**src/rtl/apb_rb_pkg.sv**
```systemverilog
// Shared definitions for the APB-to-register-bus bridge.
//   state_t     : bridge FSM encoding (IDLE, WAIT, RESP)
//   align_lsbs  : number of byte-offset address bits for a given data width
//   wd_cnt_w    : watchdog counter width for a given TIMEOUT (at least 1 bit)
package apb_rb_pkg;

    typedef enum logic [1:0] {
        IDLE = 2'd0,
        WAIT = 2'd1,
        RESP = 2'd2
    } state_t;

    // 8-bit data has no byte offset bits, 16-bit has one, 32-bit has two.
    function automatic int align_lsbs(input int data_w);
        if (data_w >= 32)
            return 2;
        else if (data_w >= 16)
            return 1;
        else
            return 0;
    endfunction

    // A disabled watchdog (TIMEOUT=0) still gets a 1-bit counter so the
    // declaration stays legal.
    function automatic int wd_cnt_w(input int timeout);
        if (timeout < 1)
            return 1;
        else
            return $clog2(timeout + 1);
    endfunction

endpackage

```
**src/rtl/apb_rb_bridge_gen_if.sv**
```systemverilog
// Bus bundle between an APB master / register block pair and the bridge.
// Handshake: an APB transfer is a setup cycle (psel=1, penable=0) followed
// by access cycles (psel=1, penable=1) that end in the cycle pready=1.
// On the register side rstrobe/wstrobe is a one-cycle request; the block
// answers with rack/wack (addrerr valid alongside) in that cycle or later.
//   slave  modport : bridge view (APB slave, register-bus requester)
//   master modport : environment view (APB master plus register block)
interface apb_rb_bridge_gen_if #(
    parameter int ADDR_W = 12,
    parameter int DATA_W = 32
);
    import apb_rb_pkg::*;

    logic [ADDR_W-1:0]   apb_paddr;
    logic                apb_psel;
    logic                apb_penable;
    logic                apb_pwrite;
    logic [DATA_W-1:0]   apb_pwdata;
    logic [DATA_W/8-1:0] apb_pstrb;
    logic                apb_pready;
    logic [DATA_W-1:0]   apb_prdata;
    logic                apb_pslverr;

    logic                apb_rstrobe;
    logic [ADDR_W-1:0]   apb_raddr;
    logic [DATA_W-1:0]   apb_rdata;
    logic                apb_rack;
    logic                apb_raddrerr;
    logic                apb_wstrobe;
    logic [ADDR_W-1:0]   apb_waddr;
    logic [DATA_W-1:0]   apb_wdata;
    logic [DATA_W/8-1:0] apb_wstrb;
    logic                apb_wack;
    logic                apb_waddrerr;

    modport slave (
        input  apb_paddr, apb_psel, apb_penable, apb_pwrite, apb_pwdata, apb_pstrb,
        input  apb_rdata, apb_rack, apb_raddrerr, apb_wack, apb_waddrerr,
        output apb_pready, apb_prdata, apb_pslverr,
        output apb_rstrobe, apb_raddr, apb_wstrobe, apb_waddr, apb_wdata, apb_wstrb
    );

    modport master (
        output apb_paddr, apb_psel, apb_penable, apb_pwrite, apb_pwdata, apb_pstrb,
        output apb_rdata, apb_rack, apb_raddrerr, apb_wack, apb_waddrerr,
        input  apb_pready, apb_prdata, apb_pslverr,
        input  apb_rstrobe, apb_raddr, apb_wstrobe, apb_waddr, apb_wdata, apb_wstrb
    );

endinterface

```
**src/rtl/apb_rb_watchdog.sv**
```systemverilog
// Ack-timeout counter for the bridge WAIT state.
//   clk, rst_n : clock, asynchronous active-low reset
//   clear      : restart the count (on WAIT entry)
//   enable     : a WAIT cycle without ack
//   expire     : this enabled cycle is the last one allowed (TIMEOUT-th)
// TIMEOUT = 0 disables expiry entirely.
module apb_rb_watchdog
    import apb_rb_pkg::*;
#(
    parameter int TIMEOUT = 16
) (
    input  logic clk,
    input  logic rst_n,
    input  logic clear,
    input  logic enable,
    output logic expire
);
    localparam int CW = wd_cnt_w(TIMEOUT);

    logic [CW-1:0] cnt;

    always_ff @(posedge clk or negedge rst_n) begin
        if (!rst_n)
            cnt <= '0;
        else if (clear)
            cnt <= '0;
        else if (enable)
            cnt <= cnt + 1'b1;
    end

    assign expire = (TIMEOUT != 0) && enable && (cnt == CW'(TIMEOUT - 1));

endmodule

```
**src/rtl/apb_rb_bridge_gen.sv**
```systemverilog
// APB4 slave to generic register-bus strobe/ack bridge.
//   apb_pclk, apb_presetn : clock, asynchronous active-low reset
//   bus                   : APB and register-bus signals (slave modport)
//   timeout_err           : one-cycle pulse when the ack watchdog fires
//   dbg_state             : current FSM state, for observation only
// A transfer takes setup, one strobe cycle (WAIT) plus any extra wait for
// ack, then one RESP cycle with pready. Misaligned addresses skip WAIT.
module apb_rb_bridge_gen
    import apb_rb_pkg::*;
#(
    parameter int ADDR_W      = 12,
    parameter int DATA_W      = 32,
    parameter int TIMEOUT     = 16,
    parameter int ALIGN_CHECK = 1
) (
    input  logic                 apb_pclk,
    input  logic                 apb_presetn,
    apb_rb_bridge_gen_if.slave   bus,
    output logic                 timeout_err,
    output state_t               dbg_state
);
    localparam int              LSB        = align_lsbs(DATA_W);
    localparam logic [ADDR_W-1:0] ALIGN_MASK = ADDR_W'((1 << LSB) - 1);

    state_t state;
    logic   wr_q;
    logic   setup;
    logic   misaligned;
    logic   ack;
    logic   addrerr;
    logic   wd_clear;
    logic   wd_enable;
    logic   wd_expire;

    assign setup      = bus.apb_psel && !bus.apb_penable;
    assign misaligned = (ALIGN_CHECK != 0) && ((bus.apb_paddr & ALIGN_MASK) != '0);
    // Only the ack matching the latched direction counts.
    assign ack        = wr_q ? bus.apb_wack     : bus.apb_rack;
    assign addrerr    = wr_q ? bus.apb_waddrerr : bus.apb_raddrerr;
    assign wd_clear   = (state == IDLE) && setup && !misaligned;
    assign wd_enable  = (state == WAIT) && bus.apb_psel && !ack;
    assign dbg_state  = state;

    apb_rb_watchdog #(
        .TIMEOUT (TIMEOUT)
    ) u_watchdog (
        .clk    (apb_pclk),
        .rst_n  (apb_presetn),
        .clear  (wd_clear),
        .enable (wd_enable),
        .expire (wd_expire)
    );

    always_ff @(posedge apb_pclk or negedge apb_presetn) begin
        if (!apb_presetn) begin
            state           <= IDLE;
            wr_q            <= 1'b0;
            bus.apb_pready  <= 1'b0;
            bus.apb_pslverr <= 1'b0;
            bus.apb_prdata  <= '0;
            bus.apb_rstrobe <= 1'b0;
            bus.apb_raddr   <= '0;
            bus.apb_wstrobe <= 1'b0;
            bus.apb_waddr   <= '0;
            bus.apb_wdata   <= '0;
            bus.apb_wstrb   <= '0;
            timeout_err     <= 1'b0;
        end else begin
            // Strobes and the timeout flag are single-cycle pulses.
            bus.apb_rstrobe <= 1'b0;
            bus.apb_wstrobe <= 1'b0;
            timeout_err     <= 1'b0;
            case (state)
                IDLE: begin
                    if (setup) begin
                        wr_q <= bus.apb_pwrite;
                        if (bus.apb_pwrite) begin
                            bus.apb_waddr <= bus.apb_paddr;
                            bus.apb_wdata <= bus.apb_pwdata;
                            bus.apb_wstrb <= bus.apb_pstrb;
                        end else begin
                            bus.apb_raddr <= bus.apb_paddr;
                            bus.apb_wstrb <= '0;
                        end
                        if (misaligned) begin
                            bus.apb_pready  <= 1'b1;
                            bus.apb_pslverr <= 1'b1;
                            bus.apb_prdata  <= '0;
                            state           <= RESP;
                        end else begin
                            bus.apb_rstrobe <= !bus.apb_pwrite;
                            bus.apb_wstrobe <= bus.apb_pwrite;
                            state           <= WAIT;
                        end
                    end
                end
                WAIT: begin
                    if (!bus.apb_psel) begin
                        // Master abandoned the transfer: no response.
                        state <= IDLE;
                    end else if (ack) begin
                        bus.apb_pready  <= 1'b1;
                        bus.apb_pslverr <= addrerr;
                        bus.apb_prdata  <= (!wr_q && !addrerr) ? bus.apb_rdata : '0;
                        state           <= RESP;
                    end else if (wd_expire) begin
                        bus.apb_pready  <= 1'b1;
                        bus.apb_pslverr <= 1'b1;
                        bus.apb_prdata  <= '0;
                        timeout_err     <= 1'b1;
                        state           <= RESP;
                    end
                end
                RESP: begin
                    bus.apb_pready  <= 1'b0;
                    bus.apb_pslverr <= 1'b0;
                    bus.apb_prdata  <= '0;
                    state           <= IDLE;
                end
                default: state <= IDLE;
            endcase
        end
    end

endmodule

```
**src/flat_wrapper.sv**
```systemverilog
// flat-port wrapper written by rule: the top's interface ports become plain ports
module apb_rb_bridge_gen_flat import apb_rb_pkg::*;
#(
    parameter int ADDR_W      = 12,
    parameter int DATA_W      = 32,
    parameter int TIMEOUT     = 16,
    parameter int ALIGN_CHECK = 1
)
  (apb_pclk, apb_presetn, timeout_err, dbg_state, bus_apb_paddr, bus_apb_psel, bus_apb_penable, bus_apb_pwrite, bus_apb_pwdata, bus_apb_pstrb, bus_apb_rdata, bus_apb_rack, bus_apb_raddrerr, bus_apb_wack, bus_apb_waddrerr, bus_apb_pready, bus_apb_prdata, bus_apb_pslverr, bus_apb_rstrobe, bus_apb_raddr, bus_apb_wstrobe, bus_apb_waddr, bus_apb_wdata, bus_apb_wstrb);
  apb_rb_bridge_gen_if #(.ADDR_W(ADDR_W), .DATA_W(DATA_W)) bus_i ();
  input  logic apb_pclk;
  input  logic apb_presetn;
  output logic timeout_err;
  output state_t dbg_state;
  input wire logic [$bits(bus_i.apb_paddr)-1:0] bus_apb_paddr;
  input wire logic [$bits(bus_i.apb_psel)-1:0] bus_apb_psel;
  input wire logic [$bits(bus_i.apb_penable)-1:0] bus_apb_penable;
  input wire logic [$bits(bus_i.apb_pwrite)-1:0] bus_apb_pwrite;
  input wire logic [$bits(bus_i.apb_pwdata)-1:0] bus_apb_pwdata;
  input wire logic [$bits(bus_i.apb_pstrb)-1:0] bus_apb_pstrb;
  input wire logic [$bits(bus_i.apb_rdata)-1:0] bus_apb_rdata;
  input wire logic [$bits(bus_i.apb_rack)-1:0] bus_apb_rack;
  input wire logic [$bits(bus_i.apb_raddrerr)-1:0] bus_apb_raddrerr;
  input wire logic [$bits(bus_i.apb_wack)-1:0] bus_apb_wack;
  input wire logic [$bits(bus_i.apb_waddrerr)-1:0] bus_apb_waddrerr;
  output wire logic [$bits(bus_i.apb_pready)-1:0] bus_apb_pready;
  output wire logic [$bits(bus_i.apb_prdata)-1:0] bus_apb_prdata;
  output wire logic [$bits(bus_i.apb_pslverr)-1:0] bus_apb_pslverr;
  output wire logic [$bits(bus_i.apb_rstrobe)-1:0] bus_apb_rstrobe;
  output wire logic [$bits(bus_i.apb_raddr)-1:0] bus_apb_raddr;
  output wire logic [$bits(bus_i.apb_wstrobe)-1:0] bus_apb_wstrobe;
  output wire logic [$bits(bus_i.apb_waddr)-1:0] bus_apb_waddr;
  output wire logic [$bits(bus_i.apb_wdata)-1:0] bus_apb_wdata;
  output wire logic [$bits(bus_i.apb_wstrb)-1:0] bus_apb_wstrb;
  assign bus_i.apb_paddr = bus_apb_paddr;
  assign bus_i.apb_psel = bus_apb_psel;
  assign bus_i.apb_penable = bus_apb_penable;
  assign bus_i.apb_pwrite = bus_apb_pwrite;
  assign bus_i.apb_pwdata = bus_apb_pwdata;
  assign bus_i.apb_pstrb = bus_apb_pstrb;
  assign bus_i.apb_rdata = bus_apb_rdata;
  assign bus_i.apb_rack = bus_apb_rack;
  assign bus_i.apb_raddrerr = bus_apb_raddrerr;
  assign bus_i.apb_wack = bus_apb_wack;
  assign bus_i.apb_waddrerr = bus_apb_waddrerr;
  assign bus_apb_pready = bus_i.apb_pready;
  assign bus_apb_prdata = bus_i.apb_prdata;
  assign bus_apb_pslverr = bus_i.apb_pslverr;
  assign bus_apb_rstrobe = bus_i.apb_rstrobe;
  assign bus_apb_raddr = bus_i.apb_raddr;
  assign bus_apb_wstrobe = bus_i.apb_wstrobe;
  assign bus_apb_waddr = bus_i.apb_waddr;
  assign bus_apb_wdata = bus_i.apb_wdata;
  assign bus_apb_wstrb = bus_i.apb_wstrb;
  apb_rb_bridge_gen #(.ADDR_W(ADDR_W), .DATA_W(DATA_W), .TIMEOUT(TIMEOUT), .ALIGN_CHECK(ALIGN_CHECK)) u_core (.apb_pclk(apb_pclk), .apb_presetn(apb_presetn), .bus(bus_i), .timeout_err(timeout_err), .dbg_state(dbg_state));
endmodule
```
**config.mk**
```make
export PLATFORM = sky130hd
export DESIGN_NAME = apb_rb_bridge_gen_flat
export DESIGN_NICKNAME = d
export VERILOG_FILES = /design/src/rtl/apb_rb_pkg.sv /design/src/rtl/apb_rb_bridge_gen_if.sv /design/src/rtl/apb_rb_watchdog.sv /design/src/rtl/apb_rb_bridge_gen.sv /design/src/flat_wrapper.sv
export SDC_FILE = /design/constraint.sdc
export NUM_CORES = 1
export LEC_CHECK = 0
export BUFFER_PORTS_ARGS = -buffer_cell sky130_fd_sc_hd__buf_2
export CAP_MARGIN = 20
export CORE_UTILIZATION = 30
export CTS_CLUSTER_SIZE = 24
export DETAILED_ROUTE_END_ITERATION = 8
export PLACE_DENSITY = 0.66
export SLEW_MARGIN = 20
export SYNTH_ARGS = -nofsm -noshare
export SYNTH_HDL_FRONTEND = slang
export SYNTH_SLANG_ARGS = --single-unit
export TNS_END_PERCENT = 50
```
**constraint.sdc**
```tcl
create_clock -name apb_pclk -period 5.34 [get_ports apb_pclk]
set_input_delay 0.267 -clock apb_pclk [delete_from_list [all_inputs] [get_ports apb_pclk]]
set_output_delay 0.267 -clock apb_pclk [all_outputs]
set_load 0.05 [all_outputs]
```
==> impl_metrics.tcl, run 1 <==
set metrics [dict create \
    status "finished, final reports clean" \
    crit_fanout 46 \
    synth_most_common_cell "dfrtp_1" \
    critical_path_class "register to register" \
    p_comb_share_pct 32.7 \
    dpl-instance-area_um2 5200 \
    dp_cells 615 \
    die_h_um 119 \
    hold_ws_ps 139 \
    yosysWarningCount 0 \
    synth.area.top_cells "dfrtp_1, mux2_4, a22o_1, mux2_2, buf_6" \
    clk_latency_ps 340 \
    antenna_found_initial 2 \
    die_w_um 119 \
    drcViolationCount 0 \
    synth_common_cells "dfrtp_1, mux2_4, a22o_1, mux2_2, nand2_1" \
    synthesis.area_um2 4130 \
    tightest_slew_ps 867 \
    synth-seq-cells 105 \
    synth_top_area_share_pct 63.6 \
    setup_viol 0 \
    postRouteAntennaNets 0 \
    gp_congestion 0.780 \
    fin_tns_setup_ps 0 \
    syn_nets 357 \
    crit_start "u_core.dbg_state[0]" \
    synth_edf_count 0 \
    r2r_end "u_core.bus.apb_wdata[4]" \
    cts_sinks 105 \
    powerDensity_nw_per_um2 429 \
    track_usage_pct 13.6 \
    io_buffers 187 \
    p_clk_share_pct 26.3 \
    regArea_um2 2630 \
    cts_max_level 3 \
    first_pass_iters 4 \
    gr-total-overflow 0 \
    path_cells "or4b_4 -> inv_2 -> nand2_4 -> mux2_4" \
    routed_wl_um 9340 \
    grt_pass1_vias 2906 \
    post_cts_buffers 0 \
    critPathSlowestCell "or4b_4" \
    avgRoutedWirePerCell_um 14.8 \
    cts_resized 0 \
    switching_share_pct 37.2 \
    vias 2832 \
    cts_tree "done" \
    dieArea_um2 14200 \
    routed_via_density 4.47 \
    row_count 42 \
    reg2reg_slack_ps 3080 \
    synth_ff_type "dfrtp_1" \
    numCtsBuffers 9 \
    ir_drop_mv 0.145 \
    cp-endpoint "u_core.bus.apb_wdata[4]" \
    drive_above_1_share_pct 59.2 \
    use_met3_pct 5.75 \
    finalInstanceArea_um2 5510 \
    slowest_delay_ps 650 \
    hold_violations 0 \
    synthArstFlopShare_pct 100 \
    power_leakage_uw 0.00298 \
    avgSynthCellArea_um2 15.5 \
    synth_cells 266 \
    cp-end-kind "register" \
    grt_util_met1_pct 16.3 \
    post-route-min-period_ps 2260 \
    relSlewSlack_pct 42.1 \
    clk_pin_slew_worst_paths_ps 70 \
    timing.rr.start "u_core.dbg_state[0]" \
    arrival_ps 2480 \
    grt_max_degree 67 \
    skew_ps 8.01 \
    ios 188 \
    hpwlAfterDp_um 6640 \
    utilization_pct 41.3 \
    yosysTopAreaCell "dfrtp_1" \
    p_seq_share_pct 41.1 \
    num-fill-cells 1267 \
    ys_types 32 \
    start_kind "register" \
    fmax_mhz 442 \
    switchingPower_uw 881 \
    start_util_pct 31.0 \
    area_growth_pct 33.4 \
    layout.cells.non_filler 633 \
    grt_pass1_wl_um 14800 \
    clk_path_buf_depth 2 \
    seq_area_frac_synth_pct 63.6 \
    holdBufCountCts 1 \
    p_int_uw 1480 \
    fin_crit_sh_pct 42.4 \
    hp-class "input port to register" \
    max_cap_violations 0 \
    rsz0062_at_grt "false" \
    reg2reg_depth 4 \
    multi_input_area_um2 1410 \
    slew_violations 0 \
    cp.required_ps 5560 \
    coreArea_um2 13300 \
    cts_root_buffer "clkbuf_16" \
    grt_use_met2_pct 22.0 \
    nNetsFinal 542 \
    drtIter0Drc 90 \
    busiest_layer "met2" \
]
-- power groups by stage --
| stage | combinational (uW) | sequential [uW] | clock, uW |
|---|---|---|---|
| floorplan | 175 | 1380 | 0 |
| global placement | 770 | 981 | 0 |
| detailed placement | 777 | 984 | 0 |
| CTS | 779 | 972 | 645 |
| global route | 807 | 985 | 685 |
| finish | 773 | 971 | 621 |
-- final cells by class --
cell class	count	area share, %
Multi-Input combinational cell	142	25.5
Timing Repair Buffer	189	17.3
Clock buffer	12	4.65
Antenna cell	1	0.0454
Sequential cell	105	47.7
Tap cell	176	4.00
Inverter	4	0.272
Clock inverter	4	0.500
-- per-layer routing --
layer	part of all wire, %	routed length [um]	up-vias
met5	0.096	9	-
met4	1.1	104	2
met3	10	935	8
met2	46	4280	140
met1	43	4010	1364
li1	-	-	1318
-- cells in the final DEF, fill, tap and decap left out, drive strengths merged --
cell           n
clkinv         1
clkinvlp       3
or4b           1
dlygate4sd3    1
or2            1
nor2b          2
xnor2          2
o22a           1
nand3b         1
o21ba          1
diode          1
nor4b          1
inv            4
mux2          58
and3           1
nor3b          1
and2           1
buf          188
ha             2
nor4           1
a21o           1
nor2           8
nand3          1
a21oi          1
dfrtp        105
nor3           5
clkbuf        12
nand2         12
a22o          35
o21ai          5
-- worst max-delay path: cells and delay by family (launching register included) --
family                 cells  cell delay [ps]
AND/OR/NAND/NOR            2             1110
multiplexers               1              490
flip-flops                 1              430
buffers and inverters      1              100
-- registers in the layout (all words and copies together) (netlist names) --
register / count
u_core.bus.apb_prdata: 32
u_core.bus.apb_pready: 1
u_core.bus.apb_pslverr: 1
u_core.bus.apb_raddr: 12
u_core.bus.apb_rstrobe: 1
u_core.bus.apb_waddr: 12
u_core.bus.apb_wdata: 32
u_core.bus.apb_wstrb: 4
u_core.bus.apb_wstrobe: 1
u_core.dbg_state: 2
u_core.timeout_err: 1
u_core.u_watchdog.cnt: 5
u_core.wr_q: 1
-- kinds of logic (layout without fill, tap and decap cells) --
logic type | Yosys count | count (layout) | synth area share, %
other | 0 | 1 | 0
DFF | 105 | 105 | 63.6
muxes | 58 | 58 | 19.3
AOI/OAI and AO/OA | 44 | 44 | 8.78
and+or+nand+nor | 36 | 36 | 4.66
adders and majority gates | 2 | 2 | 0.606
xor gates and xnor gates | 2 | 2 | 0.424
buffers and inverters | 19 | 209 | 2.66
-- worst min-delay path by stage --
stage,from,endpoint,slack (ps),depth (start not counted)
6_report,bus_apb_rdata[0],u_core.bus.apb_prdata[0],140,2
2_1_floorplan,apb_presetn,u_core.bus.apb_prdata[0],-30,0
3_3_place_gp,apb_presetn,u_core.bus.apb_waddr[4],260,1
4_1_cts,bus_apb_rdata[11],u_core.bus.apb_prdata[11],120,2
3_5_place_dp,apb_presetn,u_core.bus.apb_waddr[4],270,1
5_1_grt,bus_apb_rdata[6],u_core.bus.apb_prdata[6],120,2
-- metrics by stage --
step / worst slack (ps) / power, uW
after CTS: 2860 / 2400
after detailed placement: 2890 / 1760
after global routing: 2980 / 2480
after floorplan: 3300 / 1560
after global placement: 2940 / 1750
final: 3080 / 2360
Note: power is estimated with default switching activity, not from simulation.
==> run 2, diff against run 1 <==
--- a/config.mk
+++ b/config.mk
@@ -10,7 +10,7 @@
 export CORE_UTILIZATION = 30
 export CTS_CLUSTER_SIZE = 24
 export DETAILED_ROUTE_END_ITERATION = 8
-export PLACE_DENSITY = 0.66
+export PLACE_DENSITY = 0.68
 export SLEW_MARGIN = 20
 export SYNTH_ARGS = -nofsm -noshare
 export SYNTH_HDL_FRONTEND = slang
==> constraint.sdc (replaced) <==
create_clock -name apb_pclk -period 1.8 [get_ports apb_pclk]
set_input_delay 0.09 -clock apb_pclk [delete_from_list [all_inputs] [get_ports apb_pclk]]
set_output_delay 0.09 -clock apb_pclk [all_outputs]
set_load 0.05 [all_outputs]
==> impl_metrics.tcl, run 2 (synthesis gave the netlist of run 1 again) <==
set metrics [dict create \
    p_comb_share_pct 33.8 \
    largestRegisters "u_core.bus.apb_prdata: 32 flops, u_core.bus.apb_wdata: 32 flops" \
    setup_viol 0 \
    first_pass_iters 4 \
    reg2reg_slack_ps 20 \
    post-route-min-period_ps 1780 \
    hold_violations 0 \
    clk_latency_ps 340 \
    fin_crit_sh_pct 98.7 \
    routed_wl_um 10900 \
    drcViolationCount 0 \
    routed_via_density 4.42 \
    io_buffers 187 \
    final_cell_mix "buf_2, dfrtp_1, dlygate4sd3_1" \
    track_usage_pct 15.2 \
    hp-class "input port to register" \
    cts_tree "done" \
    switchingPower_uw 2750 \
    tightest_slew_ps 475 \
    critical_path_class "register to register" \
    gp_congestion 0.752 \
    grt_pass1_wl_um 16800 \
    cts_root_buffer "clkbuf_16" \
    final_common_cell "buf_2" \
    fmax_mhz 563 \
    r2r_end "u_core.bus.apb_wdata[10]" \
    cp.required_ps 2030 \
    grt_pass1_vias 3362 \
    timing.rr.start "u_core.dbg_state[1]" \
    power_leakage_uw 0.00341 \
    reg2reg_depth 5 \
    place_ws_ps 40.9 \
    dieArea_um2 14200 \
    ios 188 \
    area_growth_pct 56.8 \
    worstHoldStart "bus_apb_pstrb[0]" \
    postRouteAntennaNets 0 \
    p_seq_share_pct 39.1 \
    clk_pin_slew_worst_paths_ps 70 \
    die_h_um 119 \
    post_cts_buffers 0 \
    cts_sinks 105 \
    coreArea_um2 13300 \
    numCtsBuffers 9 \
    relSlewSlack_pct 68.3 \
    hold_path_end "u_core.bus.apb_wstrb[0]" \
    powerDensity_nw_per_um2 1140 \
    avgRoutedWirePerCell_um 15.0 \
    row_count 42 \
    num-fill-cells 1187 \
    final.setup.worst_slack_ps 23.0 \
    slew_violations 0 \
    hpwlAfterDp_um 6960 \
    p_int_uw 4640 \
    status "finished, final reports clean" \
    fin_tns_setup_ps 0 \
    vias 3199 \
    cts_max_level 3 \
    die_w_um 119 \
    nNetsFinal 633 \
    start_util_pct 31.0 \
    ir_drop_mv 0.395 \
    skew_ps 6.35 \
    antenna_found_initial 1 \
    gr-total-overflow 0 \
    crit_fanout 34 \
    cp-end-kind "register" \
    drive_above_1_share_pct 53.0 \
    clk_path_buf_depth 2 \
    p_clk_share_pct 27.1 \
    arrival_ps 2000 \
    start_kind "register" \
    max_cap_violations 0 \
    holdPathStages 3 \
    switching_share_pct 37.2 \
    grt_max_degree 57 \
    hold_ws_ps 15.9 \
    rsz0062_at_grt "true" \
    drtIter0Drc 139 \
]
-- run 2: changes by cell type in the layout (fill, tap and decap cells not counted), moves of 2 or more --
cell and change:
dfrtp_1 -2, buf_12 +5, dfrtp_2 +2, buf_4 +10
inv_6 +3, clkbuf_8 -2, dlygate4sd3_1 +75, clkinvlp_4 -2
-- run 2: power groups by stage --
stage / clock network (uW) / registers [uW] / logic [uW]
6_report: 2000 / 2890 / 2500
5_1_grt: 2160 / 2930 / 2600
4_1_cts: 2060 / 2890 / 2490
3_5_place_dp: 0 / 2930 / 2360
3_3_place_gp: 0 / 2920 / 2320
2_1_floorplan: 0 / 4110 / 519
-- run 2: metal layers --
layer	share of wire [%]	GRT usage (%)
met5	0	0
met4	1.8	5.63
met3	5.8	3.88
met2	49	25.7
met1	43	18.6
-- run 2: timing repair --
item / in CTS / in global routing
gates resized for setup: 0 / 2
hold buffers: 76 / 0
hold endpoints to repair: 118 / 0
setup endpoints to repair: 0 / 57
-- run 2: worst max-delay path: stages (launching register included) --
cell and delay, ps:
dfrtp_2 410, or4b_4 560, inv_2 90, nand2_4 60, buf_12 190, mux2_4 320
-- run 2: worst max path at each step --
stage	startpoint	end
after global placement	u_core.dbg_state[1]	u_core.bus.apb_waddr[2]
after CTS	u_core.dbg_state[1]	u_core.bus.apb_wdata[22]
after detailed placement	u_core.dbg_state[1]	u_core.bus.apb_wdata[22]
after global routing	u_core.dbg_state[1]	u_core.bus.apb_wdata[12]
final	u_core.dbg_state[1]	u_core.bus.apb_wdata[10]
after floorplan	u_core.dbg_state[1]	u_core.bus.apb_waddr[0]
-- run 2: area by class of cell --
cell class | instances | area [um^2] | share of cell area, %
flip-flops and latches | 105 | 2630 | 40.6
inverters | 4 | 15.0 | 0.232
multi-input cells | 142 | 1400 | 21.6
clock buffers | 9 | 225 | 3.48
well taps | 176 | 220 | 3.40
repair buffers | 280 | 1910 | 29.4
diodes | 1 | 2.50 | 0.0386
clock inverters | 7 | 77.6 | 1.20
-- run 2: per-stage QoR --
stage          cell area [um^2]  utilization, %  std cells  total power [uW]
6_report                   6480            48.5        724              7390
5_1_grt                    6480            48.5        723              7690
4_1_cts                    6450            48.3        722              7440
2_1_floorplan              4140               -        266              4630
3_5_place_dp               5390            40.3        630              5290
3_3_place_gp               5390            40.3        630              5240
